==> config.mk <==
export PLATFORM = sky130hd
export DESIGN_NAME = alu_cmd_sequencer
export DESIGN_NICKNAME = d
export VERILOG_FILES = /design/src/rtl/alu_cmd_sequencer.sv
export SDC_FILE = /design/constraint.sdc
export NUM_CORES = 1
export LEC_CHECK = 0
export CORE_MARGIN = 2
export CORE_UTILIZATION = 53
export CTS_CLUSTER_DIAMETER = 150
export CTS_CLUSTER_SIZE = 20
export DETAILED_ROUTE_END_ITERATION = 8
export HOLD_SLACK_MARGIN = 0.08
export PLACE_DENSITY = 0.84
export SYNTH_ARGS = -nofsm -noshare
export SYNTH_HDL_FRONTEND = slang
export SYNTH_SLANG_ARGS = --single-unit
export TNS_END_PERCENT = 30
==> constraint.sdc <==
create_clock -name clk -period 3.7 [get_ports clk]
set_input_delay 0.74 -clock clk [delete_from_list [all_inputs] [get_ports clk]]
set_output_delay 0.74 -clock clk [all_outputs]
set_load 0.005 [all_outputs]
==> src/rtl/alu_cmd_sequencer.sv <==
// Command-side sequencer for the ALU: issues one operand set at a time, samples the
// result ALU_LAT cycles later and queues it in a response FIFO. Optional tag path: ALU_SEQ_TAG_EN.
module alu_cmd_sequencer #(
    parameter int WIDTH   = 8,
    parameter int OPW     = 3,
    parameter int ALU_LAT = 1,
    parameter int DEPTH   = 4
) (
    input  logic             clk,
    input  logic             rst,
    input  logic             cmd_valid,
    output logic             cmd_ready,
    input  logic [WIDTH-1:0] cmd_a,
    input  logic [WIDTH-1:0] cmd_b,
    input  logic [OPW-1:0]   cmd_op,
    output logic [WIDTH-1:0] alu_a,
    output logic [WIDTH-1:0] alu_b,
    output logic [OPW-1:0]   alu_o,
    input  logic [WIDTH-1:0] alu_result,
    input  logic             alu_c,
    input  logic             alu_bo,
    output logic             rsp_valid,
    input  logic             rsp_ready,
    output logic [WIDTH-1:0] rsp_result,
    output logic             rsp_c,
    output logic             rsp_bo,
`ifdef ALU_SEQ_TAG_EN
    input  logic [3:0]       cmd_tag,
    output logic [3:0]       rsp_tag,
`endif
    output logic             busy
);

    localparam int AW = $clog2(DEPTH);
    localparam int CW = AW + 1;
`ifdef ALU_SEQ_TAG_EN
    localparam int TAGW = 4;
`else
    localparam int TAGW = 0;
`endif
    localparam int EW = WIDTH + 2 + TAGW;

    typedef enum logic {S_IDLE, S_WAIT} state_t;

    state_t            state_q, state_d;
    logic [3:0]        cnt_q, cnt_d;
    logic [WIDTH-1:0]  a_q, a_d, b_q, b_d;
    logic [OPW-1:0]    o_q, o_d;
    logic [AW-1:0]     wr_ptr_q, wr_ptr_d, rd_ptr_q, rd_ptr_d;
    logic [CW-1:0]     count_q, count_d;
    logic [EW-1:0]     mem_q [DEPTH];
    logic [EW-1:0]     mem_d [DEPTH];
    logic [EW-1:0]     entry_in, head;
    logic              accept, push, pop;
`ifdef ALU_SEQ_TAG_EN
    logic [3:0]        tag_q, tag_d;
`endif

    always_comb begin
        cmd_ready = (state_q == S_IDLE) && (count_q < CW'(DEPTH)) && rst;
        accept    = cmd_valid && cmd_ready;
        // The capture edge is the one on which the countdown has reached zero.
        push      = (state_q == S_WAIT) && (cnt_q == 4'd0);
        rsp_valid = (count_q != '0);
        pop       = rsp_valid && rsp_ready;
`ifdef ALU_SEQ_TAG_EN
        entry_in  = {alu_result, alu_c, alu_bo, tag_q};
`else
        entry_in  = {alu_result, alu_c, alu_bo};
`endif

        state_d = state_q;
        cnt_d   = cnt_q;
        a_d     = a_q;
        b_d     = b_q;
        o_d     = o_q;
`ifdef ALU_SEQ_TAG_EN
        tag_d   = tag_q;
`endif
        case (state_q)
            S_IDLE: begin
                if (accept) begin
                    a_d     = cmd_a;
                    b_d     = cmd_b;
                    o_d     = cmd_op;
                    cnt_d   = 4'(ALU_LAT - 1);
                    state_d = S_WAIT;
`ifdef ALU_SEQ_TAG_EN
                    tag_d   = cmd_tag;
`endif
                end
            end
            S_WAIT: begin
                if (cnt_q == 4'd0) state_d = S_IDLE;
                else               cnt_d   = cnt_q - 4'd1;
            end
            default: state_d = S_IDLE;
        endcase

        mem_d = mem_q;
        if (push) mem_d[wr_ptr_q] = entry_in;
        wr_ptr_d = wr_ptr_q + AW'(push);
        rd_ptr_d = rd_ptr_q + AW'(pop);
        count_d  = count_q + CW'(push) - CW'(pop);
    end

    always_ff @(posedge clk) begin
        if (!rst) begin
            state_q  <= S_IDLE;
            cnt_q    <= '0;
            a_q      <= '0;
            b_q      <= '0;
            o_q      <= '0;
            wr_ptr_q <= '0;
            rd_ptr_q <= '0;
            count_q  <= '0;
`ifdef ALU_SEQ_TAG_EN
            tag_q    <= '0;
`endif
        end else begin
            state_q  <= state_d;
            cnt_q    <= cnt_d;
            a_q      <= a_d;
            b_q      <= b_d;
            o_q      <= o_d;
            wr_ptr_q <= wr_ptr_d;
            rd_ptr_q <= rd_ptr_d;
            count_q  <= count_d;
`ifdef ALU_SEQ_TAG_EN
            tag_q    <= tag_d;
`endif
        end
    end

    // Storage is not reset: entries are only visible while count_q says they are valid.
    always_ff @(posedge clk) begin
        mem_q <= mem_d;
    end

    always_comb begin
        head       = mem_q[rd_ptr_q];
        rsp_result = rsp_valid ? head[EW-1 -: WIDTH] : '0;
        rsp_c      = rsp_valid ? head[TAGW+1] : 1'b0;
        rsp_bo     = rsp_valid ? head[TAGW] : 1'b0;
`ifdef ALU_SEQ_TAG_EN
        rsp_tag    = rsp_valid ? head[3:0] : 4'd0;
`endif
        alu_a      = a_q;
        alu_b      = b_q;
        alu_o      = o_q;
        busy       = (state_q == S_WAIT);
    end

endmodule

==> results_dict.tcl <==
set metrics [dict create \
    power_mw 2.137 \
    hold_path_class "reg -> reg" \
    synth_area_um2 2848 \
    met2_usage_pct 29.74 \
    ys_warn_count 0 \
    nNetsFinal 316 \
    cts_inserted_buffers 9 \
    dieHeight_um 77.30 \
    drive_gt1_share_pct 9.155 \
    drt-pass1-iter-count 4 \
    chipWidth_um 77.30 \
    use_met1_pct 23.57 \
    die_area_um2 5975 \
    vias 1796 \
    period_share_pct 83.26 \
    grt_overflow_total 0 \
    postLayoutCoreUtil_pct 73.00 \
    syn_nets 249 \
    ir_drop_v 0.0003039 \
    path_clk_slew_ns 0.07 \
    grt_usage_pct 19.10 \
    rr_worst_depth 10 \
    crit_required_ns 2.96 \
    ys_seq_elements 71 \
    crit_type "reg -> out" \
    via_per_inst 5.073 \
    endpoint_kind "output port" \
    synth_cell_types 33 \
    start_kind "flip-flop" \
    rows 26 \
    clk_path_buf_depth 2 \
    power_density_nw_per_um2 569.6 \
    antenna_found_initial 0 \
    fin_crit_ns 3.081 \
    grt_max_degree 35 \
    max_freq_mhz 324.6 \
    cts_root_buffer "clkbuf_8" \
    setup_viol 0 \
    grt_pass1_vias 1851 \
    cts_tree "done" \
    drc 0 \
    slew_headroom_pct 37.90 \
    syn-instance-count 212 \
    htree_levels 3 \
    ant_nets 0 \
    area_growth_pct 31.77 \
    finClkSkew_ns 0.006036 \
    slew_viol_final 0 \
    wl_per_cell_um 14.64 \
    first_iter_violations 60 \
    diodes 0 \
    ys_seq_area_share_pct 63.97 \
    max-cap-violations 0 \
    hpwlAfterDp_um 3512 \
    num-fill-cells 381 \
    start_util_pct 55.40 \
    place.gp.congestion 0.7033 \
    crit_fanout 12 \
    status "finished clean" \
    ios 65 \
    finalSetupTns_ns 0 \
    cts_setup_buffers 0 \
    io_buffers 64 \
    rsz0062_at_grt "false" \
    min_path_cells 2 \
    busiest_layer "met2" \
    hold_ws_ns 0.4525 \
    coreArea_um2 5140 \
    grt_pass1_wl_um 8714 \
    hold_violations 0 \
    worst-slew-pin-transition_ns 0.9281 \
    use_met3_pct 7.176 \
    hold_buffers 0 \
    arrival_ns 2.34 \
    clkLatencyLatePin_ns 0.33 \
    cts.sinks 71 \
    power.leakage_nw 1.329 \
    cts_resized 0 \
    totalWireLength_um 5184 \
    syn_avg_cell_area_um2 13.43 \
]
-- sequential cells by signal, indices dropped and copies added, names as in the netlist --
name,cells
alu_a,8
alu_b,8
alu_o,3
busy,1
cnt_q,4
count_q,3
mem_q,40
rd_ptr_q,2
wr_ptr_q,2
-- cells by family (layout without fill, tap and decap cells) --
logic type	after synthesis	after routing	share of synthesized area, %
mux	13	13	9.227
simple gates	80	80	13.97
xor+xnor	5	5	1.538
fa+ha+maj	4	4	2.021
buf+inv	15	87	2.987
compound gates	24	24	6.283
flops	71	71	63.97
-- final timing paths --
kind / from / end / slack (ns)
setup / recovery: rd_ptr_q[0] / rsp_bo / 0.62
hold / removal: alu_a[0] / alu_a[0] / 0.45
setup reg to reg: cnt_q[0] / count_q[2] / 1.43
hold reg to reg: alu_a[0] / alu_a[0] / 0.45
-- cells in the final DEF (no fill, tap or decap), drive strengths merged --
cell / netlist / final
and3: 1 / 1
nand4b: 1 / 1
clkdlybuf4s50: 0 / 64
xor2: 1 / 1
o31ai: 2 / 2
nand2: 46 / 46
nor3b: 2 / 2
nand4bb: 1 / 1
and2: 17 / 17
mux4: 10 / 10
nand2b: 1 / 1
nand3: 2 / 2
nor2: 4 / 4
ha: 3 / 3
dfxtp: 31 / 31
and4bb: 2 / 2
fa: 1 / 1
inv: 4 / 4
or3: 1 / 1
a21boi: 20 / 20
nor4b: 1 / 1
buf: 7 / 3
xnor2: 4 / 4
edfxtp: 40 / 40
bufinv: 0 / 2
mux2i: 3 / 3
or2: 1 / 1
clkinv: 0 / 1
clkbuf: 4 / 13
a21oi: 1 / 1
o311ai: 1 / 1
-- per-layer routing --
layer / part of all wire, % / wire (um) / vias up
met5: 0 / 0 / -
met4: 1.7 / 90 / 0
met3: 8.0 / 413 / 11
met2: 47 / 2423 / 61
met1: 44 / 2256 / 838
li1: - / - / 886
-- power by group --
part / switching (mW) / total, mW / leakage (nW) / internal [mW]
Clock: 0.267 / 0.683 / 0.114 / 0.416
Combinational: 0.171 / 0.509 / 0.602 / 0.337
Sequential: 0.0662 / 0.946 / 0.613 / 0.880
-- cells in the mapped netlist --
master | instances | area share (%)
a21boi_0 | 10 | 2.6
mux4_2 | 8 | 6.3
mux2i_1 | 3 | 1.1
o31ai_1 | 2 | 0.53
buf_6 | 2 | 0.79
inv_1 | 4 | 0.53
mux4_1 | 2 | 1.8
xor2_1 | 1 | 0.31
edfxtp_1 | 40 | 42
nand2_1 | 46 | 6.1
nor3b_1 | 2 | 0.53
nor2_1 | 4 | 0.53
or2_1 | 1 | 0.22
and3_1 | 1 | 0.22
o311ai_0 | 1 | 0.31
buf_2 | 2 | 0.35
ha_1 | 3 | 1.3
clkbuf_1 | 4 | 0.53
a21boi_1 | 10 | 2.6
and4bb_1 | 1 | 0.44
fa_1 | 1 | 0.70
buf_4 | 3 | 0.79
or3_1 | 1 | 0.22
a21oi_1 | 1 | 0.18
nand4bb_1 | 1 | 0.40
nand4b_1 | 1 | 0.31
nand3_1 | 2 | 0.35
and4bb_2 | 1 | 0.44
dfxtp_1 | 31 | 22
and2_1 | 17 | 3.7
nand2b_1 | 1 | 0.22
xnor2_1 | 4 | 1.2
nor4b_1 | 1 | 0.31
-- critical path, stage by stage, from the launching register on --
cell	delay (ns)
dfxtp_1	0.78
mux4_1	0.62
and2_1	0.17
clkdlybuf4s50_1	0.44
-- cell type report --
cell class / instances / area, um^2 / area share (%)
clock buffer: 13 / 158.9 / 4.235
inverter: 4 / 15.01 / 0.4001
tap: 70 / 87.58 / 2.334
clock inverter: 3 / 65.06 / 1.734
timing repair buffer: 67 / 663.1 / 17.67
multi-input combinational: 126 / 940.9 / 25.08
sequential: 71 / 1822 / 48.55
-- through the flow --
stage	cell area (um^2)	setup slack, ns	instances
after detailed placement	3528	0.9447	338
after global placement	3528	0.9733	338
after CTS	3752	0.5788	354
after global routing	3752	0.4073	354
final	3752	0.6195	354
after floorplan	2848	1.531	212
(Power assumes the default switching activity.)
==> RTL change (config.mk and constraints unchanged) <==
`b_q` no longer has a reset.
--- a/src/rtl/alu_cmd_sequencer.sv
+++ b/src/rtl/alu_cmd_sequencer.sv
@@ -109,7 +109,6 @@
             state_q  <= S_IDLE;
             cnt_q    <= '0;
             a_q      <= '0;
-            b_q      <= '0;
             o_q      <= '0;
             wr_ptr_q <= '0;
             rd_ptr_q <= '0;
@@ -121,7 +120,6 @@
             state_q  <= state_d;
             cnt_q    <= cnt_d;
             a_q      <= a_d;
-            b_q      <= b_d;
             o_q      <= o_d;
             wr_ptr_q <= wr_ptr_d;
             rd_ptr_q <= rd_ptr_d;
@@ -130,6 +128,10 @@
             tag_q    <= tag_d;
 `endif
         end
+    end
+
+    always_ff @(posedge clk) begin
+        b_q <= b_d;
     end
 
     // Storage is not reset: entries are only visible while count_q says they are valid.
Behaviour: differs if rst is asserted again (counterexample within 4 cycles, from zero or initial values and one cycle with rst low); with rst held inactive, the same outputs for 10 cycles.
==> RTL change against the unedited design <==
Wire length shrank 4.6%. Combinational power decreased by 4%. First-iteration DRC count increased by 48%. Power is 0.48% higher. Worst setup slack got worse by 0.021 ns. Final area down 0.90%. Area after synthesis decreased by 2.4%. Sequential cell count stayed put. Critical path depth did not move.
==> RTL change: results (changes against the unedited design) <==
[sta]
worst_slew_pin_slew_ns = 0.893  ; -0.0350 ns
holdWs_ns = 0.455  ; +0.00209 ns
fin_skew_ns = 0.00848  ; +0.00244 ns
period_share_pct = 83.8  ; +0.58 points

[power_and_ir_drop]
switching_share_pct = 24.4  ; +0.82 points
p_leak_nw = 1.31  ; -1.6%
power_density_mw_per_mm2 = 578  ; +1.4%
peakVddDrop_uv = 319  ; +4.9%
power_frac_seq_pct = 44.6  ; +0.3 points

[logic_synthesis]
synth_edf_count = 48  ; +20%
synth_cells = 184  ; -13%
ys_seq_area_share_pct = 68.4  ; +4.4 points
ys_top_cells_by_area = edfxtp_1 (52%), dfxtp_1 (17%), mux4_2 (6.5%), and2_1 (3.8%), nand2_1 (3.6%)
synth_fp_nets = 221  ; -11%
yosys-top-cells-count = edfxtp_1 (48), nand2_1 (27), dfxtp_1 (23), and2_1 (17), a21boi_1 (9)

[detailed_routing]
dr_total_vias = 1676  ; -6.7%
first_pass_iters = 6  ; +2
viasPerCell = 5.08  ; +0.11%
drtIter0Drc = 89  ; +48%
drt-total-wl_um = 4950  ; -4.6%

[layout]
buffers = 68  ; +1.5%
drive_above_1_share_pct = 11.9  ; +2.8 points
seq_area_share_pct = 51.1  ; +2.6 points
n_antenna_cell = 0  ; unchanged
clkbuf_count = 10  ; -3
num-multi-input-gates = 99  ; -21%
multi_input_area_share_pct = 21.7  ; -3.4 points
clk_share_pct = 6.19  ; +0.22 points
fin_nets = 292  ; -7.6%

[place]
place_ws_ns = 0.949  ; +0.00435 ns
dpl.cell_count = 314  ; -7.1%
dpl_cell_area_mm2 = 0.00349  ; -1.1%
routabilityCongestion = 0.769  ; +9.4%

[clock_tree]
h-tree-depth = 3  ; unchanged
clock_path_buffers = 2  ; unchanged

[worst_hold_path]
min-delay-start = alu_a[3]$_SDFFE_PN0P_

[global_route]
track_usage_pct = 18.1  ; -1.0 points
grt_first_pass_wirelength_um = 7910  ; -9.2%

[setup_path]
r2r_setup_slack_ns = 1.36  ; -0.07 ns
r2r_cells = 11  ; +1

[outcome]
outcome = complete, no violations

## RTL change: cell types whose count changed after synthesis, sizes merged, moves of 2 or more
cell	delta
dfxtp	-8
edfxtp	+8
buf	-2
and4bb	-2
a21boi	-8
inv	+2
nand2	-19
## RTL change: cells by family (layout without fill, tap and decap cells)
family / after synthesis / in the layout / synth area share, %
buf+inv: 14 / 90 / 2.61
fa+ha+maj: 4 / 4 / 2.07
flops: 71 / 71 / 68.4
xor+xnor: 6 / 6 / 1.89
mux: 13 / 13 / 9.45
simple gates: 60 / 60 / 11.3
compound gates: 16 / 16 / 4.27
## RTL change: metal layers
layer	routed length, µm	vias to the layer above	track usage (%)	share of wire [%]
met2	2500	56	31.3	51
met1	1960	799	19.1	40
met4	104	0	9.45	2.1
li1	-	812	-	-
met5	0	-	0	0
met3	378	9	6.75	7.6
